## src/rtl/l1c_axi_line_fill.sv

```systemverilog
// Cache-miss line-fill master: one AXI read burst per miss, critical word forwarded
// to the CPU as soon as it lands, full line handed to the cache on completion.
module l1c_axi_line_fill #(
  parameter int ADDR_W     = 32,
  parameter int DATA_W     = 32,
  parameter int LINE_WORDS = 4,
  parameter int ID_W       = 4,
  parameter int AR_ID      = 0,
  parameter int WRAP_EN    = 1
) (
  input  logic                         clk,
  input  logic                         rst,
  input  logic                         req_valid,
  output logic                         req_ready,
  input  logic [ADDR_W-1:0]            req_addr,
  output logic                         crit_valid,
  output logic [DATA_W-1:0]            crit_data,
  output logic                         crit_err,
  output logic                         fill_valid,
  output logic [ADDR_W-1:0]            fill_addr,
  output logic [LINE_WORDS*DATA_W-1:0] fill_data,
  output logic                         fill_err,
  output logic                         busy,
  output logic [ID_W-1:0]              ARID,
  output logic [ADDR_W-1:0]            ARADDR,
  output logic [7:0]                   ARLEN,
  output logic [2:0]                   ARSIZE,
  output logic [1:0]                   ARBURST,
  output logic                         ARVALID,
  input  logic                         ARREADY,
  input  logic [ID_W-1:0]              RID,
  input  logic [DATA_W-1:0]            RDATA,
  input  logic [1:0]                   RRESP,
  input  logic                         RLAST,
  input  logic                         RVALID,
  output logic                         RREADY
);

  localparam int SZ     = $clog2(DATA_W / 8);
  localparam int IDX_W  = $clog2(LINE_WORDS);
  localparam int OFF_W  = SZ + IDX_W;
  localparam int LINE_W = LINE_WORDS * DATA_W;
  localparam logic [ADDR_W-1:0] WORD_MASK = ~ADDR_W'((64'd1 << SZ) - 64'd1);
  localparam logic [ADDR_W-1:0] LINE_MASK = ~ADDR_W'((64'd1 << OFF_W) - 64'd1);
  localparam logic [IDX_W:0]    CNT_MAX   = (IDX_W + 1)'(LINE_WORDS);
  localparam logic [IDX_W:0]    CNT_LAST  = (IDX_W + 1)'(LINE_WORDS - 1);

  typedef enum logic [1:0] {S_IDLE, S_AR, S_R, S_DONE} state_t;

  state_t              state_q, state_d;
  logic [ADDR_W-1:0]   addr_q, addr_d;
  logic [IDX_W-1:0]    ws_q, ws_d;
  logic [IDX_W:0]      cnt_q, cnt_d;
  logic                err_q, err_d;
  logic                crit_seen_q, crit_seen_d;
  logic [LINE_W-1:0]   line_q, line_d;
  logic                crit_valid_q, crit_valid_d;
  logic [DATA_W-1:0]   crit_data_q, crit_data_d;
  logic                crit_err_q, crit_err_d;
  logic                fill_valid_q, fill_valid_d;
  logic [ADDR_W-1:0]   fill_addr_q, fill_addr_d;
  logic [LINE_W-1:0]   fill_data_q, fill_data_d;
  logic                fill_err_q, fill_err_d;

  logic                beat_s;
  logic                beat_err_s;
  logic                in_range_s;
  logic                err_next_s;
  logic [IDX_W-1:0]    slot_s;
  logic                unused_rresp0;

  assign unused_rresp0 = RRESP[0];

  always_ff @(posedge clk or posedge rst) begin
    if (rst) begin
      state_q      <= S_IDLE;
      addr_q       <= '0;
      ws_q         <= '0;
      cnt_q        <= '0;
      err_q        <= 1'b0;
      crit_seen_q  <= 1'b0;
      line_q       <= '0;
      crit_valid_q <= 1'b0;
      crit_data_q  <= '0;
      crit_err_q   <= 1'b0;
      fill_valid_q <= 1'b0;
      fill_addr_q  <= '0;
      fill_data_q  <= '0;
      fill_err_q   <= 1'b0;
    end else begin
      state_q      <= state_d;
      addr_q       <= addr_d;
      ws_q         <= ws_d;
      cnt_q        <= cnt_d;
      err_q        <= err_d;
      crit_seen_q  <= crit_seen_d;
      line_q       <= line_d;
      crit_valid_q <= crit_valid_d;
      crit_data_q  <= crit_data_d;
      crit_err_q   <= crit_err_d;
      fill_valid_q <= fill_valid_d;
      fill_addr_q  <= fill_addr_d;
      fill_data_q  <= fill_data_d;
      fill_err_q   <= fill_err_d;
    end
  end

  // A beat lands in slot (ws+cnt) for WRAP, slot cnt for INCR; the critical word is slot ws.
  always_comb begin
    state_d      = state_q;
    addr_d       = addr_q;
    ws_d         = ws_q;
    cnt_d        = cnt_q;
    err_d        = err_q;
    crit_seen_d  = crit_seen_q;
    line_d       = line_q;
    crit_valid_d = 1'b0;
    crit_data_d  = crit_data_q;
    crit_err_d   = 1'b0;
    fill_valid_d = 1'b0;
    fill_addr_d  = fill_addr_q;
    fill_data_d  = fill_data_q;
    fill_err_d   = 1'b0;

    beat_s     = (state_q == S_R) && RVALID;
    beat_err_s = RRESP[1] | (RID != ID_W'(AR_ID));
    in_range_s = (cnt_q < CNT_MAX);
    slot_s     = (WRAP_EN != 0) ? (ws_q + cnt_q[IDX_W-1:0]) : cnt_q[IDX_W-1:0];
    err_next_s = err_q | beat_err_s | ~in_range_s | (RLAST && (cnt_q != CNT_LAST));

    case (state_q)
      S_IDLE: begin
        if (req_valid) begin
          addr_d      = req_addr & WORD_MASK;
          ws_d        = req_addr[SZ +: IDX_W];
          cnt_d       = '0;
          err_d       = 1'b0;
          crit_seen_d = 1'b0;
          line_d      = '0;
          state_d     = S_AR;
        end else begin
          state_d = S_IDLE;
        end
      end
      S_AR: begin
        if (ARREADY) begin
          state_d = S_R;
        end else begin
          state_d = S_AR;
        end
      end
      S_R: begin
        if (beat_s) begin
          err_d = err_next_s;
          if (in_range_s) begin
            line_d[int'(slot_s) * DATA_W +: DATA_W] = RDATA;
            cnt_d = cnt_q + (IDX_W + 1)'(1);
            if ((slot_s == ws_q) && !crit_seen_q) begin
              crit_valid_d = 1'b1;
              crit_data_d  = RDATA;
              crit_err_d   = beat_err_s;
              crit_seen_d  = 1'b1;
            end else begin
              crit_seen_d = crit_seen_q;
            end
          end else begin
            cnt_d = cnt_q;
          end
          if (RLAST) begin
            state_d      = S_DONE;
            fill_valid_d = 1'b1;
            fill_addr_d  = addr_q & LINE_MASK;
            fill_data_d  = line_d;
            fill_err_d   = err_next_s;
          end else begin
            state_d = S_R;
          end
        end else begin
          state_d = S_R;
        end
      end
      S_DONE: begin
        state_d = S_IDLE;
      end
      default: begin
        state_d = S_IDLE;
      end
    endcase
  end

  assign req_ready  = (state_q == S_IDLE);
  assign busy       = (state_q != S_IDLE);
  assign crit_valid = crit_valid_q;
  assign crit_data  = crit_data_q;
  assign crit_err   = crit_err_q;
  assign fill_valid = fill_valid_q;
  assign fill_addr  = fill_addr_q;
  assign fill_data  = fill_data_q;
  assign fill_err   = fill_err_q;

  // AR fields come only from the latched address and constants, so they stay put until ARREADY.
  assign ARVALID = (state_q == S_AR);
  assign ARID    = ID_W'(AR_ID);
  assign ARLEN   = 8'(LINE_WORDS - 1);
  assign ARSIZE  = 3'(SZ);
  assign ARBURST = (WRAP_EN != 0) ? 2'b10 : 2'b01;
  assign ARADDR  = (state_q != S_AR) ? '0 :
                   ((WRAP_EN != 0) ? addr_q : (addr_q & LINE_MASK));
  assign RREADY  = (state_q == S_R);

endmodule

```

## config.mk

```make
export PLATFORM = sky130hd
export DESIGN_NAME = l1c_axi_line_fill
export DESIGN_NICKNAME = d
export VERILOG_FILES = /design/src/rtl/l1c_axi_line_fill.sv
export SDC_FILE = /design/constraint.sdc
export NUM_CORES = 1
export LEC_CHECK = 0
export ABC_AREA = 0
export CAP_MARGIN = 0
export CORE_UTILIZATION = 35
export CTS_BUF_LIST = sky130_fd_sc_hd__clkbuf_16
export CTS_CLUSTER_SIZE = 14
export DETAILED_ROUTE_END_ITERATION = 8
export PLACE_DENSITY = 0.58
export SLEW_MARGIN = 10
export SYNTH_ARGS = -nofsm -noshare
export SYNTH_HDL_FRONTEND = slang
export SYNTH_SLANG_ARGS = --single-unit
```

## constraint.sdc

```tcl
create_clock -name clk -period 30.5 [get_ports clk]
set_clock_uncertainty 0.15 [all_clocks]
set_input_delay 9.15 -clock clk [delete_from_list [all_inputs] [get_ports clk]]
set_output_delay 9.15 -clock clk [all_outputs]
set_load 0.05 [all_outputs]
```

==> metrics.yaml, run 1 <==
clock_tree:
  clkSlewWorstSetupHoldPaths_ps: 60
  cts_post_setup_buffers_inserted: 0
  cts_tree: "built"
  cts_hold_repair.buffers: 0
  cts_root_buffer: "clkbuf_16"
  clock_tree_buffer_depth: 3
  htree_num_levels: 2
  clk-insertion-delay-late_ps: 570
  clock_sink_count: 357
  numCtsBuffers: 41
  cts-resized-gates: 0
logic_synthesis:
  syn_avg_cell_area_sq_um: 10.5
  synth-async-reset-ratio: 1.00
  synth_top_family_by_area: "compound AO/OA/AOI/OAI gates"
  synth_adder_area_share: 0.00481
  synth_seq_cells: 357
  synth_compound_gate_area_share: 0.143
  post_synthesis_share_of_cell_area_spent_on_and_or_nand_and_nor_gates: 0.135
  synth_largest_area_cell: "dfrtp_1"
  synth_xor_area_frac: 0.00160
  post-synth-top-count-cell: "dfrtp_1"
  synth.top_cells.by_count: "dfrtp_1, nand2_1, clkbuf_1, o21ai_0, nor2_1"
  seq_area_frac_synth: 0.573
  netlist_top_cells_area: "dfrtp_1, nand2_1, mux2_2, o21ai_0, mux2i_1"
  top_cell_type_s_share_of_synthesized_area: 0.573
  synthCells: 1490
  synthDistinctLibCells: 38
  netlist_area_sq_um: 15600
  synth-edff-count: 0
  synth.yosys.warnings: 0
  synthMuxAreaShare: 0.0865
  postSynth.topFlopCell: "dfrtp_1"
die:
  die_outline_area_sq_um: 45400
  initial_utilization: 0.358
  die_y_um: 213
  io_pins: 325
  design.core.area_sq_um: 43600
  die_width_um: 213
  rows: 76
setup_path:
  worstPathCellList: "nor2b_2, and2_1, clkdlybuf4s50_1"
  critPathTopFamily: "simple AND/OR/NAND/NOR gates"
  path_max_fanout: 32
  worst_setup_path_start_kind: "flop"
  worst-endpoint-arrival_ps: 3130
  worstPathRequired_ps: 21200
  end_kind: "output port"
  critPathMaxStageDelay_ps: 980
  cp_slowest_cell: "nor2b_2"
  cp_num_buf_inv: 1
  worstSetupPathType: "flop to output port"
timing:
  fin_crit_ps: 12430
  setup_violations: 0
  timing.final.hold_violations: 0
  worst_slew_slack_as_a_fraction_of_its_limit: 0.201
  tightestPinTransition_ps: 1200
  achievable_frequency_mhz: 80.5
  layout_worst_path_cycle_share: 0.407
  slew_viol_final: 0
  setup_repair_after_global_routing_missed_its_margin: "false"
  totalNegativeSetupSlack_ps: 0
global_routing:
  antenna_found_initial: 0
  grt.overflow.total: 0
  grt_first_pass_wirelength_mm: 73.9
  grt_usage: 0.213
  grt_max_degree: 115
  via_count_of_the_first_global_routing_pass: 12000
placed_design:
  port_buffers: 298
  detailed_place.area_sq_um: 18800
  place_hpwl_mm: 29.0
  finalWeightedCongestion: 0.738
detailed_routing:
  routedWlPerCell_um: 21.0
  detail_route.first_pass.iterations: 5
  dr_vias: 12300
  post_drt_via_cell_ratio: 5.33
  drtIter0Drc: 986
  ant_nets: 0
  remaining_drc_errors: 0
  wirelength_mm: 48.3
min_path:
  min-delay-path-class: "flop to flop"
layout:
  post_route_cells_drive_above_1_share: 0.0908
  fillerInstances: 4168
  numnets_final: 1769
  n_antenna_cell: 0
  final_design_area_no_fill_sq_um: 20100
  area_delta_synth_final_pct: 28.9
  post-route-util: 0.462
job:
  cap_viol_max_count: 0
run_status:
  outcome: "completed"
[metrics by stage]
stage / worst slack [ps] / instances / hold WS (ps)
6_report: 18070 / 2304 / 318
4_1_cts: 17960 / 2304 / 322
5_1_grt: 17620 / 2304 / 340
3_5_place_dp: 17460 / 2229 / 311
2_1_floorplan: 11290 / 1511 / 297
3_3_place_gp: 17510 / 2229 / 310
[flip-flops by register name, indices dropped and copies added, names as in the netlist, named ones only]
register,count
addr_q,29
cnt_q,3
crit_data,32
crit_err,1
crit_seen_q,1
crit_valid,1
err_q,1
fill_addr,28
fill_data,128
fill_err,1
fill_valid,1
line_q,128
state_q,1
ws_q,1
[cell type report]
type	count	area [sq um]	share of cell area
well taps	585	732	0.0364
clock inverters	33	234	0.0116
multi-input cells	957	5960	0.296
repair buffers	319	3140	0.156
flip-flops and latches	357	8930	0.444
inverters	11	52.6	0.00261
clock buffers	42	1050	0.0523
[per-layer routing]
metal | share of wire | global-route usage | vias to the layer above
met5 | 0 | 0 | -
met4 | 0.016 | 0.0585 | 0
met1 | 0.46 | 0.295 | 6217
met3 | 0.065 | 0.0468 | 52
li1 | - | - | 5618
met2 | 0.46 | 0.334 | 387
[cells in the final DEF (no fill, tap or decap), drive strengths merged]
cell type      count
a2111oi            1
a21o               3
a21oi              3
a22o              64
a31oi             64
a32oi             64
and2              31
and4bb             1
buf               21
bufinv             3
clkbuf            42
clkdlybuf4s50    298
clkinv            20
clkinvlp           1
conb              23
dfrtp            357
ha                 6
inv               20
mux2              62
mux2i             65
nand2            280
nand2b             4
nand3b             2
nand4             64
nand4b             3
nor2              71
nor2b              4
nor3               1
nor3b              2
nor4b              1
nor4bb             1
o21ai            132
or2                1
or3                1
or3b               1
or4                1
xor3               1
[worst paths after layout]
| check | startpoint | to | slack (ps) | depth (start not counted) |
|---|---|---|---|---|
| worst max-delay path | state_q[0] | ARADDR[24] | 18070 | 3 |
| min in group asynchronous | rst | crit_seen_q | 8970 | 2 |
| worst min register to register | fill_addr[14] | fill_addr[14] | 320 | 2 |
| worst min-delay path | fill_addr[14] | fill_addr[14] | 320 | 2 |
| max in group asynchronous | rst | line_q[67] | 18190 | 5 |
| worst max register to register | cnt_q[1] | line_q[44] | 25800 | 8 |
[worst register-to-register path, stage by stage, from the launching register on]
cell	delay (ps)
dfrtp_1	420
xor3_4	1160
clkinv_2	280
ha_1	490
nor4bb_4	230
buf_4	480
nor3b_4	800
buf_4	420
a22o_1	220
[cells by family after synthesis]
kind of cell             after synthesis
AND/OR/NAND/NOR                      469
flip-flops                           357
AO/OA/AOI/OAI                        331
buffers and inverters                197
multiplexers                         127
adder cells (fa/ha/maj)                6
other                                  2
XOR/XNOR                               1
Power of run 1 is left out: the tool's default activity adds up to more than one toggle a clock period on the data nets, which glitch-free logic cannot reach.
==> inputs of run 2 (changes only) <==
Settings changed: PLACE_DENSITY 0.58 to 0.61.
Clock period 30.5 ns to 10.05 ns, I/O delays scaled along.
==> run 2 against run 1 <==
Effect of this change: utilization hardly changed; design area is 0.11% higher; worst hold slack better by 1.9 ps; non-clock buffer count is 5 higher; cell count hardly changed; via count is 0.62% higher; first-iteration DRC count is 17% lower.
==> metrics.yaml, run 2 (synthesis results as in run 1) <==
run_status:
  outcome: "completed"
die:
  initial_utilization: 0.358  # unchanged
  design.core.area_sq_um: 43600  # unchanged
  die_width_um: 213  # unchanged
  die_y_um: 213  # unchanged
  rows: 76  # unchanged
  die_outline_area_sq_um: 45400  # unchanged
  io_pins: 325  # unchanged
setup_path:
  r2r_slack_ps: 4910  # -20,890 ps
  worstPathRequired_ps: 6890  # -14,310 ps
  path_max_fanout: 32  # unchanged
  end_kind: "output port"
  worst-endpoint-arrival_ps: 3080  # -50 ps
  worstSetupPathType: "flop to output port"
  worst_setup_path_start_kind: "flop"
detailed_routing:
  dr_vias: 12400  # +0.62%
  wirelength_mm: 48.6  # +0.58%
  detail_route.first_pass.iterations: 8  # +3
  routedWlPerCell_um: 21.1  # +0.54%
  ant_nets: 0  # unchanged
  remaining_drc_errors: 0  # unchanged
  post_drt_via_cell_ratio: 5.36  # +0.58%
  drtIter0Drc: 815  # -17%
clock_tree:
  cts_root_buffer: "clkbuf_16"
  clock_tree_buffer_depth: 3  # unchanged
  clock_sink_count: 357  # unchanged
  htree_num_levels: 2  # unchanged
  cts_post_setup_buffers_inserted: 0  # unchanged
  cts_tree: "built"
  clk-insertion-delay-late_ps: 560  # about the same
  cts_hold_repair.buffers: 0  # unchanged
  cts-resized-gates: 0  # unchanged
  numCtsBuffers: 42  # +2.4%
  clkSlewWorstSetupHoldPaths_ps: 50  # about the same
layout:
  multiInputGateArea_sq_um: 5960  # about the same
  numnets_final: 1775  # +0.34%
  fillerInstances: 4129  # -0.94%
  top_library_cells_by_usage_in_the_layout_fill_and_taps_aside: "dfrtp_1, clkdlybuf4s50_1, nand2_1"
  layout.cells.most_common: "dfrtp_1"
  n_antenna_cell: 0  # unchanged
  ff_latch_area_sq_um: 8930  # unchanged
  area_delta_synth_final_pct: 29.0
  post_route_cells_drive_above_1_share: 0.0948  # +0.00402
timing:
  layout_worst_path_cycle_share: 0.621
  setup_repair_after_global_routing_missed_its_margin: "false"
  tightestPinTransition_ps: 1250  # +54.4 ps
  worst_setup_margin_ps: 3810  # -14,270 ps
  totalNegativeSetupSlack_ps: 0  # unchanged
  fin_crit_ps: 6240
  timing.final.hold_violations: 0  # unchanged
  slew_viol_final: 0  # unchanged
  worst_slew_slack_as_a_fraction_of_its_limit: 0.165  # -0.0362
  setup_violations: 0  # unchanged
  achievable_frequency_mhz: 160
global_routing:
  grt_max_degree: 129  # +12%
  grt_first_pass_wirelength_mm: 74.6  # +1.0%
  via_count_of_the_first_global_routing_pass: 12400  # +3.4%
  grt.overflow.total: 0  # unchanged
  antenna_found_initial: 0  # unchanged
  grt_usage: 0.215  # +0.00210
min_path:
  min-delay-path-class: "flop to flop"
placed_design:
  finalWeightedCongestion: 0.731  # -1.0%
  pre_cts_ws_ps: 4160  # -13,300 ps
  place_hpwl_mm: 29.7  # +2.5%
  port_buffers: 298  # unchanged
job:
  cap_viol_max_count: 0  # unchanged
[run 2: area by class of cell]
cell class / instances / area share
Timing Repair Buffer: 324 / 0.158
Multi-Input combinational cell: 957 / 0.296
Clock buffer: 42 / 0.0522
Inverter: 11 / 0.00255
Sequential cell: 357 / 0.444
Tap cell: 585 / 0.0364
Clock inverter: 29 / 0.0108
[run 2: through the flow]
stage	cell area, sq um	std cells	hold WS, ps	util
2_1_floorplan	15700	1511	297	-
3_3_place_gp	18900	2234	310	0.433
3_5_place_dp	18900	2234	311	0.433
4_1_cts	20100	2305	325	0.462
5_1_grt	20100	2305	337	0.462
6_report	20100	2305	320	0.462
[run 2: per-layer routing]
layer  up-vias  share of wire  GRT usage
met5         -              0          0
met4         0          0.027     0.0744
met3        78          0.068     0.0462
met2       407           0.46      0.341
met1      6243           0.44      0.289
li1       5622              -          -
[run 2: path summary, 6_finish.rpt]
check                              startpoint            end  cells past startpoint
worst min-delay path            fill_addr[15]  fill_addr[15]                      2
worst max register to register       cnt_q[1]     line_q[59]                      9
max in group asynchronous                 rst  crit_data[14]                      4
worst min register to register  fill_addr[15]  fill_addr[15]                      2
min in group asynchronous                 rst  fill_addr[18]                      2
worst max-delay path               state_q[0]     ARADDR[28]                      3
[run 2: worst max-delay path, stage by stage, from the launching register on]
cell             delay, ps
dfrtp_1                480
nor2b_2                960
and2_1                 280
clkdlybuf4s50_1        810
Power of run 2 is left out for the same reason.
